## config.mk

```make
export PLATFORM = sky130hd
export DESIGN_NAME = alu_multicycle
export DESIGN_NICKNAME = d
export VERILOG_FILES = /design/src/rtl/alu_pkg.sv /design/src/rtl/alu_iter_unit.sv /design/src/rtl/alu_multicycle.sv
export SDC_FILE = /design/constraint.sdc
export NUM_CORES = 1
export LEC_CHECK = 0
export BUFFER_PORTS_ARGS = -buffer_cell sky130_fd_sc_hd__buf_2
export CAP_MARGIN = 20
export CELL_PAD_IN_SITES_DETAIL_PLACEMENT = 1
export CELL_PAD_IN_SITES_GLOBAL_PLACEMENT = 1
export CORE_UTILIZATION = 45
export CTS_BUF_LIST = sky130_fd_sc_hd__clkbuf_8
export CTS_CLUSTER_DIAMETER = 150
export DETAILED_ROUTE_END_ITERATION = 12
export PLACE_DENSITY_LB_ADDON = 0.15
export RECOVER_POWER = 50
export SLEW_MARGIN = 20
export SYNTH_ARGS = -nofsm -noshare
export SYNTH_HDL_FRONTEND = slang
export SYNTH_SLANG_ARGS = --single-unit
```

## constraint.sdc

```tcl
create_clock -name clk -period 3.6 [get_ports clk]
set_input_delay 0.18 -clock clk [delete_from_list [all_inputs] [get_ports clk]]
set_output_delay 0.18 -clock clk [all_outputs]
set_load 0.03 [all_outputs]
```

## src/rtl/alu_pkg.sv

```systemverilog
// Shared definitions for the multi-cycle execute ALU.
//   - ALUControl op encodings (4 bits)
//   - FSM state type (IDLE / ITER / DONE)
//   - is_multicycle(): true for the ops handled by the iterative unit
//     (only meaningful when ALU_MULDIV_EN is defined)
package alu_pkg;

  localparam logic [3:0] OP_ADD   = 4'b0000;
  localparam logic [3:0] OP_SUB   = 4'b0001;
  localparam logic [3:0] OP_AND   = 4'b0010;
  localparam logic [3:0] OP_OR    = 4'b0011;
  localparam logic [3:0] OP_XOR   = 4'b0100;
  localparam logic [3:0] OP_SLT   = 4'b0101;
  localparam logic [3:0] OP_SLTU  = 4'b0110;
  localparam logic [3:0] OP_SLL   = 4'b0111;
  localparam logic [3:0] OP_SRL   = 4'b1000;
  localparam logic [3:0] OP_SRA   = 4'b1001;
  localparam logic [3:0] OP_MUL   = 4'b1010;
  localparam logic [3:0] OP_MULHU = 4'b1011;
  localparam logic [3:0] OP_DIVU  = 4'b1100;
  localparam logic [3:0] OP_REMU  = 4'b1101;

  typedef enum logic [1:0] {
    IDLE = 2'd0,
    ITER = 2'd1,
    DONE = 2'd2
  } state_t;

  function automatic logic is_multicycle(input logic [3:0] op);
    return (op == OP_MUL) || (op == OP_MULHU) || (op == OP_DIVU) || (op == OP_REMU);
  endfunction

endpackage

```

## src/rtl/alu_iter_unit.sv

```systemverilog
// Iterative unsigned multiply / divide unit, one step per clock for WIDTH steps.
// Only instantiated when ALU_MULDIV_EN is defined.
// Ports:
//   clk, reset      clock and synchronous active-high reset (clears all state)
//   start           load operands and op, begin iterating next cycle
//   op              OP_MUL / OP_MULHU / OP_DIVU / OP_REMU
//   src_a, src_b    multiplicand/multiplier or dividend/divisor
//   done            high during the cycle whose clock edge performs the last step
//   result          final result, valid while done is high
module alu_iter_unit
  import alu_pkg::*;
#(
  parameter int WIDTH = 32
) (
  input  logic             clk,
  input  logic             reset,
  input  logic             start,
  input  logic [3:0]       op,
  input  logic [WIDTH-1:0] src_a,
  input  logic [WIDTH-1:0] src_b,
  output logic             done,
  output logic [WIDTH-1:0] result
);

  localparam int CW = $clog2(WIDTH);

  logic             running;
  logic [CW-1:0]    count;
  logic [3:0]       op_q;
  logic [WIDTH-1:0] upper;
  logic [WIDTH-1:0] lower;
  logic [WIDTH-1:0] opnd;
  logic [WIDTH-1:0] upper_next;
  logic [WIDTH-1:0] lower_next;
  logic [WIDTH:0]   mul_sum;
  logic [WIDTH:0]   div_shift;
  logic [WIDTH-1:0] div_diff;
  logic             div_ge;
  logic             is_div;

  assign is_div = (op_q == OP_DIVU) || (op_q == OP_REMU);
  assign done   = running && (count == CW'(WIDTH - 1));

  // One iteration step. upper/lower act as {product_hi, product_lo} for the
  // shift-add multiply and as {remainder, quotient} for the restoring divide.
  // The divide needs no special case for a zero divisor: every compare
  // succeeds, so the quotient fills with ones and the remainder collects
  // the dividend bits unchanged.
  always_comb begin
    mul_sum    = {1'b0, upper} + (lower[0] ? {1'b0, opnd} : '0);
    div_shift  = {upper, lower[WIDTH-1]};
    div_ge     = (div_shift >= {1'b0, opnd});
    div_diff   = div_shift[WIDTH-1:0] - opnd;
    upper_next = mul_sum[WIDTH:1];
    lower_next = {mul_sum[0], lower[WIDTH-1:1]};
    if (is_div) begin
      upper_next = div_ge ? div_diff : div_shift[WIDTH-1:0];
      lower_next = {lower[WIDTH-2:0], div_ge};
    end
  end

  // The result is taken from the step values so the top can register it on
  // the same edge as the final step.
  always_comb begin
    result = '0;
    case (op_q)
      OP_MUL:   result = lower_next;
      OP_MULHU: result = upper_next;
      OP_DIVU:  result = lower_next;
      OP_REMU:  result = upper_next;
      default:  result = '0;
    endcase
  end

  // Both ops load the first operand into the low half and the second into
  // opnd: the multiplier order does not matter, and the divider shifts the
  // dividend out of lower while dividing by opnd.
  always_ff @(posedge clk) begin
    if (reset) begin
      running <= 1'b0;
      count   <= '0;
      op_q    <= OP_ADD;
      upper   <= '0;
      lower   <= '0;
      opnd    <= '0;
    end else if (start) begin
      running <= 1'b1;
      count   <= '0;
      op_q    <= op;
      upper   <= '0;
      lower   <= src_a;
      opnd    <= src_b;
    end else if (running) begin
      upper <= upper_next;
      lower <= lower_next;
      count <= count + CW'(1);
      if (done) begin
        running <= 1'b0;
      end
    end
  end

endmodule

```

## src/rtl/alu_multicycle.sv

```systemverilog
// Execute-stage ALU with valid/ready handshakes on input and output.
// Single-cycle ops produce a result one cycle after acceptance; with the
// ALU_MULDIV_EN macro defined, mul/mulhu/divu/remu run through the iterative
// unit for WIDTH cycles, otherwise they return 0 with single-cycle latency.
// WIDTH must be a power of two and at least 8.
// Ports:
//   clk, reset            clock and synchronous active-high reset
//   in_valid / in_ready   operand handshake (in_ready only in IDLE)
//   SrcA, SrcB            operands
//   ALUControl            op select (see alu_pkg)
//   out_valid / out_ready result handshake
//   ALUResult             registered result
//   zero                  ALUResult == 0
//   busy                  FSM not in IDLE
module alu_multicycle
  import alu_pkg::*;
#(
  parameter int WIDTH = 32
) (
  input  logic             clk,
  input  logic             reset,
  input  logic             in_valid,
  output logic             in_ready,
  input  logic [WIDTH-1:0] SrcA,
  input  logic [WIDTH-1:0] SrcB,
  input  logic [3:0]       ALUControl,
  output logic             out_valid,
  input  logic             out_ready,
  output logic [WIDTH-1:0] ALUResult,
  output logic             zero,
  output logic             busy
);

  localparam int SHW = $clog2(WIDTH);

  state_t           state;
  state_t           state_next;
  logic             load_result;
  logic [WIDTH-1:0] result_next;
  logic [WIDTH-1:0] alu_out;
  logic [SHW-1:0]   shamt;

`ifdef ALU_MULDIV_EN
  logic             iter_start;
  logic             iter_done;
  logic [WIDTH-1:0] iter_result;

  alu_iter_unit #(
    .WIDTH (WIDTH)
  ) u_iter (
    .clk    (clk),
    .reset  (reset),
    .start  (iter_start),
    .op     (ALUControl),
    .src_a  (SrcA),
    .src_b  (SrcB),
    .done   (iter_done),
    .result (iter_result)
  );
`endif

  assign shamt     = SrcB[SHW-1:0];
  assign in_ready  = (state == IDLE);
  assign out_valid = (state == DONE);
  assign busy      = (state != IDLE);
  assign zero      = (ALUResult == '0);

  // Single-cycle datapath. It only matters in the acceptance cycle, so it
  // reads the ports directly instead of a latched copy.
  always_comb begin
    alu_out = '0;
    case (ALUControl)
      OP_ADD:  alu_out = SrcA + SrcB;
      OP_SUB:  alu_out = SrcA - SrcB;
      OP_AND:  alu_out = SrcA & SrcB;
      OP_OR:   alu_out = SrcA | SrcB;
      OP_XOR:  alu_out = SrcA ^ SrcB;
      OP_SLT:  alu_out = {{(WIDTH-1){1'b0}}, ($signed(SrcA) < $signed(SrcB))};
      OP_SLTU: alu_out = {{(WIDTH-1){1'b0}}, (SrcA < SrcB)};
      OP_SLL:  alu_out = SrcA << shamt;
      OP_SRL:  alu_out = SrcA >> shamt;
      OP_SRA:  alu_out = $unsigned($signed(SrcA) >>> shamt);
      default: alu_out = '0;
    endcase
  end

  // Next-state and result-load logic. DONE holds the result until the
  // consumer takes it; there is always one idle cycle between results.
  always_comb begin
    state_next  = state;
    load_result = 1'b0;
    result_next = alu_out;
`ifdef ALU_MULDIV_EN
    iter_start  = 1'b0;
`endif
    case (state)
      IDLE: begin
        if (in_valid) begin
`ifdef ALU_MULDIV_EN
          if (is_multicycle(ALUControl)) begin
            iter_start = 1'b1;
            state_next = ITER;
          end else begin
            load_result = 1'b1;
            state_next  = DONE;
          end
`else
          load_result = 1'b1;
          state_next  = DONE;
`endif
        end
      end
`ifdef ALU_MULDIV_EN
      ITER: begin
        if (iter_done) begin
          load_result = 1'b1;
          result_next = iter_result;
          state_next  = DONE;
        end
      end
`endif
      DONE: begin
        if (out_ready) begin
          state_next = IDLE;
        end
      end
      default: state_next = IDLE;
    endcase
  end

  always_ff @(posedge clk) begin
    if (reset) begin
      state     <= IDLE;
      ALUResult <= '0;
    end else begin
      state <= state_next;
      if (load_result) begin
        ALUResult <= result_next;
      end
    end
  end

endmodule

```

==> flow_metrics.tcl <==
set metrics [dict create \
    worst_pin_slew_ps 1090 \
    post_drt_wl_per_cell_um 29.0 \
    crit_end "ALUResult[0]$_SDFFE_PP0P_" \
    power_w 0.00242 \
    initialDrtViolationCount 1302 \
    track_usage_pct 44.3 \
    met3_usage_pct 9.76 \
    rr_endpoint "ALUResult[28]$_SDFFE_PP0P_" \
    avgSynthCellArea_um2 7.08 \
    synth_flop_cell "dfxtp_1" \
    cts_max_level 2 \
    combPwrFrac_pct 68.6 \
    fmax_mhz 314 \
    design_area_mm2 0.0106 \
    drt_wl_total_mm 49.7 \
    cts-buffers-inserted 5 \
    cts_root_buffer "clkbuf_8" \
    dieArea_mm2 0.0223 \
    final.min_clock_period_ps 3190 \
    dieHeight_um 149 \
    swShare_pct 53.8 \
    critPathMaxFanout 5 \
    ys_warn_count 0 \
    pwr-share-seq_pct 16.5 \
    first_pass_iters 5 \
    gr-max-usage-layer "met2" \
    use_met1_pct 60.2 \
    cap_violations 0 \
    netlist_instances 1379 \
    skew_ps 22.5 \
    startpoint "SrcA[0]" \
    min_path_type "in2reg" \
    core_area_mm2 0.0212 \
    synth_top_area_share_pct 12.4 \
    synth-edff-count 0 \
    p_leak_nw 4.50 \
    setup_tns_ps 0 \
    r2r_start "state[1]$_SDFFE_PP0P_" \
    status "completed" \
    dieWidth_um 149 \
    grt_pass1_wl_mm 73.1 \
    grt-ovfl-total 0 \
    ir_drop_mv 0.147 \
    critPathLaunchType "input port" \
    worstSkewPairLatency_ps 320 \
    postRouteAntennaNets 0 \
    final_cell_mix "nor2_1 (170), a21oi_1 (144), nand2_1 (111)" \
    multi_input_area_mm2 0.00818 \
    yosysUniqueCellTypes 88 \
    start_util_pct 46.1 \
    fillers 2774 \
    rows 53 \
    rrSetupSlack_ps 1070 \
    pin_count 108 \
    p_sw_w 0.00130 \
    ys_seq_elements 33 \
    p_clk_share_pct 14.9 \
    relSlewSlack_pct 26.7 \
    cell_internal_pwr_w 0.00112 \
    synth.area.top_cells "ha_1 (12%), mux4_2 (9.0%), a21oi_1 (7.4%)" \
    clkSinkCount 33 \
    syn_area_mm2 0.00976 \
    grt_setup_unrepaired "false" \
    clk_pin_slew_ps 90 \
    antenna_cells 0 \
    grt_start_max_net_pins 89 \
    dpl.hpwl_mm 39.4 \
    finalNonFillerCells 1716 \
    setup_viol 0 \
    crit_required_ps 3800 \
    place_area_mm2 0.0105 \
    placedCellCount 1708 \
    hold_buffers 0 \
    ff_latch_area_um2 661 \
    hold_violations 0 \
    worst_hold_slack_ps 29.9 \
    grtUsageMet2_pct 68.3 \
    drc 0 \
    synthArstFlopShare_pct 0 \
    end_kind "register" \
    layout_commonest_cell "nor2_1" \
    antenna_found_initial 1 \
    io_buffers 107 \
    nets 1611 \
    cts_resized 0 \
    post_cts_buffers 0 \
    fin_crit_sh_pct 88.6 \
    p_per_area_mw_per_mm2 229 \
    gp_congestion 1.05 \
    cts_tree "yes" \
    ys_seq_area_share_pct 6.77 \
    grt_pass1_vias 11551 \
    area_growth_pct 8.28 \
    synth_top_cell_by_area "ha_1" \
    cts_buffer_depth 2 \
    layout-drive-gt1-share_pct 15.2 \
    worstSetupPathType "in2reg" \
    via_per_inst 6.99 \
    reg2regPathDepth 8 \
    slew_violations 0 \
    critPathArrivalTime_ps 3390 \
    vias 11998 \
    syn_nets 1550 \
]
[power by group through the flow]
stage	logic (W)	clock network (W)	registers [W]
floorplan	0.00102	0	0.000428
global placement	0.00157	0	0.000407
detailed placement	0.00159	0	0.000407
CTS	0.00160	0.000360	0.000399
global route	0.00175	0.000374	0.000401
finish	0.00166	0.000361	0.000400
[sequential cells by signal (all words and copies together) (netlist names)]
signal	flops
ALUResult	32
state	1
[worst min path at each step]
stage	startpoint	to	slack (ps)	depth (start not counted)
6_report	out_ready	state[1]$_SDFFE_PP0P_	30	2
5_1_grt	out_ready	state[1]$_SDFFE_PP0P_	40	2
4_1_cts	out_ready	state[1]$_SDFFE_PP0P_	30	2
3_5_place_dp	out_ready	state[1]$_SDFFE_PP0P_	370	2
3_3_place_gp	out_ready	state[1]$_SDFFE_PP0P_	370	2
2_1_floorplan	out_ready	state[1]$_SDFFE_PP0P_	280	1
[critical path, stage by stage]
cell and delay (ps):
buf_2 130, inv_1 70, ha_1 230, inv_1 90
fa_1 180, nor2b_1 210, o211ai_1 190, a311oi_1 500
o21ai_1 290, a2111oi_2 530, o211ai_1 220, nand2_1 110
a31oi_1 170, o31a_1 280
[per-stage QoR]
stage | worst slack [ps] | utilization (%)
2_1_floorplan | 277 | -
3_3_place_gp | 324 | 49.7
3_5_place_dp | 227 | 49.7
4_1_cts | 536 | 50.1
5_1_grt | 263 | 49.9
6_report | 411 | 49.9
[Yosys cell counts, types with 4 or more instances]
master,n
nor2_1,170
nor2b_1,11
nor4_1,19
nand4_1,8
clkbuf_8,5
xnor2_1,20
clkbuf_1,61
o22ai_1,5
o31ai_1,6
ha_1,97
o211ai_1,28
o21a_1,12
buf_6,7
dfxtp_1,33
a211oi_1,34
o31a_1,4
a22o_1,5
a22oi_1,13
a31oi_1,18
and2_1,7
or3_1,15
nand2b_1,11
buf_1,9
a2111oi_0,4
mux2_2,15
nand3_1,21
o21bai_1,10
nand2_1,111
mux4_2,39
and3_1,7
buf_4,8
a221o_1,6
a21o_1,11
o21ai_0,99
a21oi_1,144
nor3b_1,5
a221oi_1,25
o211a_1,4
o2111ai_1,9
inv_1,95
or2_2,5
buf_2,13
nor3_1,32
mux2i_1,50
[final cells by class]
cell class | count | share of cell area [%]
well taps | 275 | 3.26
repair buffers | 160 | 8.58
inverters | 99 | 3.52
clock buffers | 7 | 0.912
clock inverters | 1 | 0.0474
flip-flops and latches | 33 | 6.25
multi-input cells | 1141 | 77.4
[per-layer routing]
layer | wire length, um | vias up
met3 | 5470 | 144
li1 | - | 5214
met2 | 21600 | 720
met1 | 20600 | 5918
met4 | 1990 | 2
met5 | 13 | -
[cell families after synthesis]
kind of cell / synth area share [%]
AOI/OAI and AO/OA: 32.8
xor gates and xnor gates: 1.88
adders and majority gates: 12.8
buffers and inverters: 9.50
DFF: 6.77
muxes: 15.9
and+or+nand+nor: 20.3
(Power assumes the default switching activity.)
